### src/rtl/ternary_pc_pkg.sv
// rtl/ternary_pc_pkg.sv - shared types, ternary codes and approximation mask helper
package ternary_pc_pkg;

    typedef enum logic [1:0] {
        ACCUM = 2'd0,
        FLUSH = 2'd1,
        HOLD  = 2'd2
    } state_t;

    localparam logic [1:0] TERN_POS  = 2'b01;
    localparam logic [1:0] TERN_NEG  = 2'b11;
    localparam logic [1:0] TERN_ZERO = 2'b00;

    // A set bit means "counted"; the top bit of every chunk is dropped in approximate mode.
    function automatic logic [63:0] approx_mask(input int n, input int chunk);
        logic [63:0] m;
        m = '0;
        for (int i = 0; i < n && i < 64; i++) begin
            m[i] = ((i % chunk) != (chunk - 1));
        end
        return m;
    endfunction

endpackage

### src/rtl/popcount_masked_core.sv
// rtl/popcount_masked_core.sv - combinational popcount of the bits enabled by a mask
module popcount_masked_core
    import ternary_pc_pkg::*;
#(
    parameter int N  = 6,
    parameter int CW = $clog2(N + 1)
) (
    input  logic [N-1:0]  i_bits,
    input  logic [N-1:0]  i_mask,
    output logic [CW-1:0] o_count
);

    // Plain ripple sum; N is small so the tree shape is left to synthesis.
    always_comb begin
        o_count = '0;
        for (int i = 0; i < N; i++) begin
            o_count = o_count + CW'(i_bits[i] & i_mask[i]);
        end
    end

endmodule

### src/rtl/ternary_popcount_accum.sv
// rtl/ternary_popcount_accum.sv - streaming pos/neg popcount accumulator with ternary threshold output
module ternary_popcount_accum
    import ternary_pc_pkg::*;
#(
    parameter int N     = 6,
    parameter int CHUNK = 3,
    parameter int ACC_W = 8
) (
    input  logic                    clk,
    input  logic                    rst,
    input  logic                    in_valid,
    output logic                    in_ready,
    input  logic [N-1:0]            in_pos,
    input  logic [N-1:0]            in_neg,
    input  logic                    in_last,
    input  logic                    approx_en,
    input  logic signed [ACC_W-1:0] thr_hi,
    input  logic signed [ACC_W-1:0] thr_lo,
    output logic                    out_valid,
    input  logic                    out_ready,
    output logic signed [ACC_W-1:0] out_sum,
    output logic [1:0]              out_tern,
    output logic                    out_sat
);

    localparam int             CW          = $clog2(N + 1);
    localparam logic [63:0]    MASK64      = approx_mask(N, CHUNK);
    localparam logic [N-1:0]   MASK_APPROX = MASK64[N-1:0];

    state_t                    r_state;
    logic                      r_in_ready;
    logic                      r_first_pending;
    logic                      r_approx_hold;

    logic                      r_s1_valid;
    logic                      r_s1_last;
    logic                      r_s1_first;
    logic [CW-1:0]             r_s1_pos;
    logic [CW-1:0]             r_s1_neg;

    logic [ACC_W-1:0]          r_acc;
    logic                      r_sat;
    logic                      r_s2_last;

    logic signed [ACC_W-1:0]   r_thr_hi;
    logic signed [ACC_W-1:0]   r_thr_lo;
    logic [ACC_W-1:0]          r_out_sum;
    logic [1:0]                r_out_tern;
    logic                      r_out_sat;
    logic                      r_out_valid;

    logic                      w_accept;
    logic                      w_approx;
    logic [N-1:0]              w_mask;
    logic [CW-1:0]             w_pc_pos;
    logic [CW-1:0]             w_pc_neg;
    logic [ACC_W-1:0]          w_base;
    logic [ACC_W:0]            w_sum_wide;
    logic                      w_clamp;
    logic [ACC_W-1:0]          w_acc_next;
    logic                      w_sat_next;
    logic [1:0]                w_tern;

    assign w_accept  = in_valid && r_in_ready;
    // Mode is latched on the first beat so a frame is never mixed exact/approximate.
    assign w_approx  = r_first_pending ? approx_en : r_approx_hold;
    assign w_mask    = w_approx ? MASK_APPROX : {N{1'b1}};

    assign in_ready  = r_in_ready;
    assign out_valid = r_out_valid;
    assign out_sum   = r_out_sum;
    assign out_tern  = r_out_tern;
    assign out_sat   = r_out_sat;

    popcount_masked_core #(.N(N), .CW(CW)) u_pc_pos (
        .i_bits  (in_pos),
        .i_mask  (w_mask),
        .o_count (w_pc_pos)
    );

    popcount_masked_core #(.N(N), .CW(CW)) u_pc_neg (
        .i_bits  (in_neg),
        .i_mask  (w_mask),
        .o_count (w_pc_neg)
    );

    // One guard bit covers any single-beat step; a mismatch of the top two bits means overflow.
    always_comb begin
        w_base     = r_s1_first ? '0 : r_acc;
        w_sum_wide = {w_base[ACC_W-1], w_base}
                   + {{(ACC_W + 1 - CW){1'b0}}, r_s1_pos}
                   - {{(ACC_W + 1 - CW){1'b0}}, r_s1_neg};
        w_clamp    = w_sum_wide[ACC_W] ^ w_sum_wide[ACC_W-1];
        w_acc_next = w_sum_wide[ACC_W-1:0];
        if (w_clamp) begin
            w_acc_next = w_sum_wide[ACC_W] ? {1'b1, {(ACC_W - 1){1'b0}}}
                                           : {1'b0, {(ACC_W - 1){1'b1}}};
        end
        w_sat_next = (r_s1_first ? 1'b0 : r_sat) | w_clamp;
    end

    // Threshold compare on the settled frame sum; +1 wins when the thresholds cross.
    always_comb begin
        w_tern = TERN_ZERO;
        if ($signed(r_acc) > r_thr_hi) begin
            w_tern = TERN_POS;
        end else if ($signed(r_acc) < r_thr_lo) begin
            w_tern = TERN_NEG;
        end
    end

    // Frame control: accept beats in ACCUM, drain for one cycle, then hold the result.
    always_ff @(posedge clk or posedge rst) begin
        if (rst) begin
            r_state         <= ACCUM;
            r_in_ready      <= 1'b1;
            r_first_pending <= 1'b1;
            r_approx_hold   <= 1'b0;
        end else begin
            case (r_state)
                ACCUM: begin
                    if (w_accept) begin
                        r_first_pending <= 1'b0;
                        r_approx_hold   <= w_approx;
                        if (in_last) begin
                            r_state    <= FLUSH;
                            r_in_ready <= 1'b0;
                        end
                    end
                end
                FLUSH: begin
                    r_state <= HOLD;
                end
                HOLD: begin
                    if (r_out_valid && out_ready) begin
                        r_state         <= ACCUM;
                        r_in_ready      <= 1'b1;
                        r_first_pending <= 1'b1;
                    end
                end
                default: begin
                    r_state    <= ACCUM;
                    r_in_ready <= 1'b1;
                end
            endcase
        end
    end

    // S1: capture per-beat counts and frame markers.
    always_ff @(posedge clk or posedge rst) begin
        if (rst) begin
            r_s1_valid <= 1'b0;
            r_s1_last  <= 1'b0;
            r_s1_first <= 1'b0;
            r_s1_pos   <= '0;
            r_s1_neg   <= '0;
        end else begin
            r_s1_valid <= w_accept;
            if (w_accept) begin
                r_s1_last  <= in_last;
                r_s1_first <= r_first_pending;
                r_s1_pos   <= w_pc_pos;
                r_s1_neg   <= w_pc_neg;
            end
        end
    end

    // S2: saturating accumulate with sticky saturation flag.
    always_ff @(posedge clk or posedge rst) begin
        if (rst) begin
            r_acc     <= '0;
            r_sat     <= 1'b0;
            r_s2_last <= 1'b0;
        end else begin
            r_s2_last <= r_s1_valid && r_s1_last;
            if (r_s1_valid) begin
                r_acc <= w_acc_next;
                r_sat <= w_sat_next;
            end
        end
    end

    // Result registers: thresholds captured in FLUSH, result loaded once the last beat has retired.
    always_ff @(posedge clk or posedge rst) begin
        if (rst) begin
            r_thr_hi    <= '0;
            r_thr_lo    <= '0;
            r_out_sum   <= '0;
            r_out_tern  <= TERN_ZERO;
            r_out_sat   <= 1'b0;
            r_out_valid <= 1'b0;
        end else begin
            if (r_state == FLUSH) begin
                r_thr_hi <= thr_hi;
                r_thr_lo <= thr_lo;
            end
            if (r_s2_last) begin
                r_out_sum   <= r_acc;
                r_out_tern  <= w_tern;
                r_out_sat   <= r_sat;
                r_out_valid <= 1'b1;
            end else if (r_out_valid && out_ready) begin
                r_out_valid <= 1'b0;
            end
        end
    end

endmodule

### config.mk
export PLATFORM = sky130hd
export DESIGN_NAME = ternary_popcount_accum
export DESIGN_NICKNAME = d
export VERILOG_FILES = /design/src/rtl/ternary_pc_pkg.sv /design/src/rtl/popcount_masked_core.sv /design/src/rtl/ternary_popcount_accum.sv
export SDC_FILE = /design/constraint.sdc
export NUM_CORES = 1
export LEC_CHECK = 0
export ABC_AREA = 1
export CAP_MARGIN = 30
export CORE_MARGIN = 5
export CORE_UTILIZATION = 25
export DETAILED_ROUTE_END_ITERATION = 16
export DONT_BUFFER_PORTS = 1
export SLEW_MARGIN = 25
export SYNTH_ARGS = -nofsm -noshare
export SYNTH_HDL_FRONTEND = slang
export SYNTH_HIERARCHICAL = 1
export SYNTH_SLANG_ARGS = --single-unit
### constraint.sdc
create_clock -name clk -period 4.99 [get_ports clk]
set_input_delay 0 -clock clk [delete_from_list [all_inputs] [get_ports clk]]
set_output_delay 0 -clock clk [all_outputs]
set_load 0.005 [all_outputs]
==> flow_summary.ini, run 1 <==
[logic_synthesis]
synthDominantAreaCellType = sky130_fd_sc_hd__dfrtp_1
seq_area_frac_synth_pct = 41.1
netlist.area_leader.share_pct = 39.5
synth_seq_cells = 52
yosysUniqueCellTypes = 35
syn-cell-area_um2 = 3170
synth_area_per_inst_um2 = 8.11
ys_top_cells_by_area = sky130_fd_sc_hd__dfrtp_1 39%, sky130_fd_sc_hd__nand2_1 13%, sky130_fd_sc_hd__ha_1 10%
yosysWarningCount = 6
synth_cells = 391
synth_async_sr_flop_share_pct = 100
yosys_most_used_dff = sky130_fd_sc_hd__dfrtp_1
synth-edff-count = 0

[finish]
design.final.nets = 489
final_common_cell = sky130_fd_sc_hd__nand2_1
layout.cells.most_common_list = 107 x sky130_fd_sc_hd__nand2_1, 70 x sky130_fd_sc_hd__inv_1, 50 x sky130_fd_sc_hd__dfrtp_1
area_growth_pct = 17.9
final-instance-count-excl-fill = 593
nFillCells = 1332
drive_above_1_share_pct = 7.60
antennaDiodeCount = 0

[power_and_ir_drop]
p_int_mw = 1.53
power.static_leakage_nw = 2.01
vdd_ir_drop_max_mv = 0.283
power.combinational.fraction_pct = 61.4
switching_share_pct = 47.7
pwr-share-seq_pct = 26.9
power_per_cell_area_nw_per_um2 = 784
netSwitchingPower_mw = 1.40
power.clock.fraction_pct = 11.7

[worst_hold_path]
min_delay_path_depth = 5
hold_start = in_pos[1]
hold_path.class = in2reg
timing.hold.worst_endpoint = r_s1_pos[0]

[floorplan]
die_width_um = 123
rows = 41
design.portCount = 47
core_region_area_um2 = 12500
floorplan.die.height_um = 123
initial_core_util_pct = 25.3
full_die_area_um2 = 15000

[global_route]
number_of_antenna_violations_at_the_first_check_in_global_routing = 0
total_grt_overflow = 0
vias_in_the_first_global_route = 2497
grt_util_all_layers_pct = 9.48
largest_net_degree_at_the_start_of_global_routing = 53
grt_first_pass_wirelength_um = 11500

[outcome]
run_status = finished clean

[sta]
timing_hold_violations_final = 0
fin_crit_sh_pct = 58.7
achievable-frequency_mhz = 342
skew_ps = 7.86
rsz0062_at_grt = false
finalWorstPathRequiredPeriod_ps = 2930
timing.final.max_slew_violations = 0
setup_viol = 0
timing.setup.tns_ps = 0
timing.slew.headroom_pct = 57.3
max_slew.worst_pin.slew_ps = 641

[detailed_routing]
post_drt_wl_per_cell_um = 11.3
drt_iter0_markers = 120
avgViaCountPerCell = 4.13
routed_wl_um = 6720
post-route-drc-count = 0
vias = 2447
drtAntennaViolNets = 0
drtPass1Iterations = 4

[setup_path]
cp_common_cell = sky130_fd_sc_hd__fa_1
cp-start-kind = register
worstReg2RegEnd = r_s1_pos[1]
setup.reg_to_reg.worst_slack_ps = 2060
critPathCaptureType = register
critical_path_buf_inv_count = 1
timing.critical_path.arrival_ps = 3100
top_cell_family_by_delay_on_the_critical_path = adder cells
crit_path_max_fanout = 5
cp_slowest_cell = sky130_fd_sc_hd__dfstp_2
timing_worst_setup_path_type = reg2reg
timing.critical_path.required_ps = 5160
worst_path_largest_cell_delay_ps = 550
timing.rr.start = r_first_pending
rr_worst_depth = 9
timing.critical_path.cells = mux2i_1 > nand2_1 > inv_1 > fa_1 > fa_1 > ha_1 > fa_1 > nand2_1 > o21ai_0

[cts]
path_clk_slew_ps = 60
cts.sink_count = 52
cts_tree = built
post_cts_buffers = 0
clock_tree.buffer_depth = 2
clock_latency_ps = 290
ctsRootBufferMaster = sky130_fd_sc_hd__clkbuf_16
cts_buffers = 5
h-tree-depth = 2
ctsResizeCount = 0

[placement]
dp_hpwl_um = 5260
placement.io_buffers = 0
post-place-cells = 565
gp_congestion = 0.824

[flow_run]
timing.max_cap.violations = 0
## sequential cells by signal, indices dropped and copies added (netlist names), 2 cells and up
signal    count
r_thr_hi      8
r_thr_lo      8
r_acc         8
out_sum       8
out_tern      2
r_s1_neg      3
r_s1_pos      3
r_state       2
## metrics by stage
| step | setup slack (ps) | hold WS [ps] | area (um2) | power [mW] | utilization, % |
|---|---|---|---|---|---|
| 3_5_place_dp | 2050 | 13.1 | 3390 | 2.59 | 27.1 |
| 2_1_floorplan | 2230 | 107 | 3200 | 2.21 | - |
| 6_report | 2060 | 37.5 | 3740 | 2.93 | 29.9 |
| 3_3_place_gp | 2130 | 113 | 3380 | 2.50 | 27.0 |
| 4_1_cts | 2040 | 47.3 | 3740 | 2.96 | 29.9 |
| 5_1_grt | 1800 | 66.4 | 3740 | 3.29 | 29.9 |
## cell families (layout without fill, tap and decap cells)
group                    count (synthesis)  after routing  synth area share (%)
AND/OR/NAND/NOR                        166            166                  22.3
AO/OA/AOI/OAI                           50             50                  8.49
flip-flops                              52             52                  41.1
buffers and inverters                   80            103                  9.83
multiplexers                             3              3                  1.03
other                                    1              8                 0.118
adder cells (fa/ha/maj)                 35             35                  15.9
XOR/XNOR                                 4              4                  1.11
## worst max-delay path by stage
stage                         start  cells after the start          end  slack, ps
floorplan           r_first_pending                      9  r_s1_pos[1]       2230
global placement    r_first_pending                      9  r_s1_pos[1]       2130
detailed placement  r_first_pending                      9  r_s1_pos[1]       2050
CTS                 r_first_pending                      9  r_s1_pos[1]       2040
global route        r_first_pending                      9  r_s1_pos[1]       1800
finish              r_first_pending                      9  r_s1_pos[1]       2060
## routing by layer
layer  up-vias  GRT usage, %  routed length (um)
met5         -             0                   0
met4         0          2.59                  72
met3         6          2.17                 379
met2        49          16.1                3240
met1      1140          12.1                3030
li1       1252             -                   -
## synthesized netlist by cell type, types with 3 or more instances
cell / n
sky130_fd_sc_hd__nand3_1: 8
sky130_fd_sc_hd__nand2_1: 107
sky130_fd_sc_hd__fa_1: 9
sky130_fd_sc_hd__ha_1: 26
sky130_fd_sc_hd__o21ai_0: 14
sky130_fd_sc_hd__buf_2: 3
sky130_fd_sc_hd__a21oi_1: 23
sky130_fd_sc_hd__nand2_2: 8
sky130_fd_sc_hd__inv_1: 71
sky130_fd_sc_hd__nor2_1: 32
sky130_fd_sc_hd__dfrtp_1: 50
sky130_fd_sc_hd__o21ai_1: 8
## tightest hold or removal path: cells and delay by family
kind / cells / cell delay (ps)
buf+inv: 1 / 50
simple gates: 3 / 130
fa+ha+maj: 1 / 120
## power by group through the flow
stage | logic [mW] | registers [mW] | clock network, mW
6_report | 1.80 | 0.788 | 0.343
5_1_grt | 2.10 | 0.816 | 0.373
4_1_cts | 1.81 | 0.793 | 0.354
3_5_place_dp | 1.79 | 0.801 | 0
3_3_place_gp | 1.71 | 0.794 | 0
2_1_floorplan | 1.48 | 0.731 | 0
## final cells by class
type	instances	area (um2)	area share [%]
clock inverters	1	7.51	0.201
flip-flops and latches	52	1300	34.9
repair buffers	21	208	5.56
clock buffers	7	143	3.82
well taps	172	215	5.76
multi-input cells	266	1580	42.3
inverters	74	280	7.50
## repair_timing
item	in CTS	in global routing
setup endpoints to repair	0	0
hold endpoints to repair	77	0
hold buffers	20	0
Note: power is estimated with default switching activity, not from simulation.
==> run 2, diff against run 1 <==
- clock period: 4.99 -> 2.5 ns (I/O delays scaled with it)
==> run 2 against run 1 <==
Effect of this change: the flow now finishes with violations (negative setup slack); final area is 4.7% higher; routed wire length is 2.8% higher; global-route usage is 0.068 points higher; non-clock buffer count is 9 higher; register-to-register slack worse by 2300 ps; final cell count is 1.5% higher; maximum frequency is 5.5% higher; die area stayed put; worst setup slack worse by 2300 ps; critical path type unchanged.
==> flow_summary.ini, run 2 (synthesis gave the netlist of run 1 again) <==
[finish]
drive_above_1_share_pct = 12.6
final_area_um2 = 3910
register_area_um2 = 1300
area_growth_pct = 23.4
final-instance-count-excl-fill = 602
final_common_cell = sky130_fd_sc_hd__nand2_1
nFillCells = 1340
antennaDiodeCount = 0
design.final.nets = 498
final_core_utilization_pct = 31.2
layout.cells.most_common_list = 105 x sky130_fd_sc_hd__nand2_1, 69 x sky130_fd_sc_hd__inv_1, 50 x sky130_fd_sc_hd__dfrtp_1
multi_input_comb_area_um2 = 1650

[global_route]
number_of_antenna_violations_at_the_first_check_in_global_routing = 0
grt_first_pass_wirelength_um = 11600
largest_net_degree_at_the_start_of_global_routing = 53
grt_util_all_layers_pct = 9.55
vias_in_the_first_global_route = 2485
total_grt_overflow = 0

[sta]
timing_hold_violations_final = 0
rsz0062_at_grt = true
skew_ps = 9.92
max_slew.worst_pin.slew_ps = 649
finalWorstPathRequiredPeriod_ps = 2770
postLayoutSetupSlackWorst_ps = -275
achievable-frequency_mhz = 360
fin_crit_sh_pct = 111
timing.setup.tns_ps = -875
timing.slew.headroom_pct = 56.8
setup_viol = 4
timing.final.max_slew_violations = 0

[flow_run]
timing.max_cap.violations = 0

[placement]
placement.io_buffers = 0
dp_hpwl_um = 5420
post-place-cells = 571
dpl-instance-area_um2 = 3440
gp_congestion = 0.824

[detailed_routing]
post-route-drc-count = 0
avgViaCountPerCell = 4.12
post_drt_wl_per_cell_um = 11.5
routed_wl_um = 6910
drtPass1Iterations = 5
drtAntennaViolNets = 0
vias = 2479
drt_iter0_markers = 131

[outcome]
violations = negative setup slack
run_status = finished, violations left

[cts]
cts_tree = built
path_clk_slew_ps = 70
cts_buffers = 5
cts.sink_count = 52
h-tree-depth = 2
ctsRootBufferMaster = sky130_fd_sc_hd__clkbuf_16
clock_latency_ps = 290
clock_tree.buffer_depth = 2

[setup_path]
timing.critical_path.arrival_ps = 2960
timing.critical_path.required_ps = 2680
cp-start-kind = register
critPathCaptureType = register
timing_worst_setup_path_type = reg2reg
crit_path_max_fanout = 5

[floorplan]
core_region_area_um2 = 12500
rows = 41
full_die_area_um2 = 15000
die_width_um = 123
floorplan.die.height_um = 123
initial_core_util_pct = 25.3
design.portCount = 47

[worst_hold_path]
hold_path.class = in2reg
==> run 2: cell count changes in the layout (fill, tap and decap cells not counted), moves of 3 or more <==
cell                    delta
sky130_fd_sc_hd__fa_2      +3
sky130_fd_sc_hd__fa_1      -3
sky130_fd_sc_hd__buf_4     +7
sky130_fd_sc_hd__ha_1      -3
==> run 2: routing by layer <==
metal	wire length [um]	track usage (%)
met5	0	0
met4	51	2.03
met3	379	2.30
met2	3390	16.5
met1	3080	12.1
==> run 2: worst paths after layout <==
| path | cells past startpoint | from | slack [ps] | end |
|---|---|---|---|---|
| max in group asynchronous | 2 | rst | 1780 | r_thr_hi[7] |
| max reg2reg | 9 | r_first_pending | -270 | r_s1_neg[1] |
| min reg2reg | 2 | r_s1_last | 490 | r_s2_last |
| max | 9 | r_first_pending | -270 | r_s1_neg[1] |
| min in group asynchronous | 2 | rst | 290 | r_thr_hi[2] |
| min | 5 | in_neg[1] | 60 | r_s1_neg[0] |
==> run 2: stage by stage <==
step	hold slack [ps]	setup WS [ps]
global route	113	-406
global placement	112	-204
floorplan	107	-146
finish	55.1	-275
detailed placement	10.1	-306
CTS	53.1	-274
==> run 2: cell type report <==
class,count,area share [%]
tap,172,5.50
multi-input combinational,266,42.3
timing repair buffer,30,7.17
sequential,52,33.3
inverter,74,7.17
clock inverter,2,0.992
clock buffer,6,3.55
==> run 2: worst max-delay path, stage by stage, from the launching register on <==
cell	delay (ps)
sky130_fd_sc_hd__dfstp_2	570
sky130_fd_sc_hd__mux2i_4	280
sky130_fd_sc_hd__nand2_1	70
sky130_fd_sc_hd__inv_1	70
sky130_fd_sc_hd__fa_1	440
sky130_fd_sc_hd__fa_1	510
sky130_fd_sc_hd__ha_2	170
sky130_fd_sc_hd__fa_2	420
sky130_fd_sc_hd__nand2_1	80
sky130_fd_sc_hd__nand2_1	50
==> run 2: what timing repair did <==
item | CTS | global route
resized for setup | 2 | 13
gates cloned | 0 | 0
endpoints found under the setup margin | 5 | 14
hold buffers | 22 | 0
pin swaps | 1 | 4
buffers inserted | 0 | 1
hold endpoints to repair | 78 | 0
Power of run 2 is left out: the tool's default activity adds up to more than one toggle a clock period on the data nets, which glitch-free logic cannot reach.
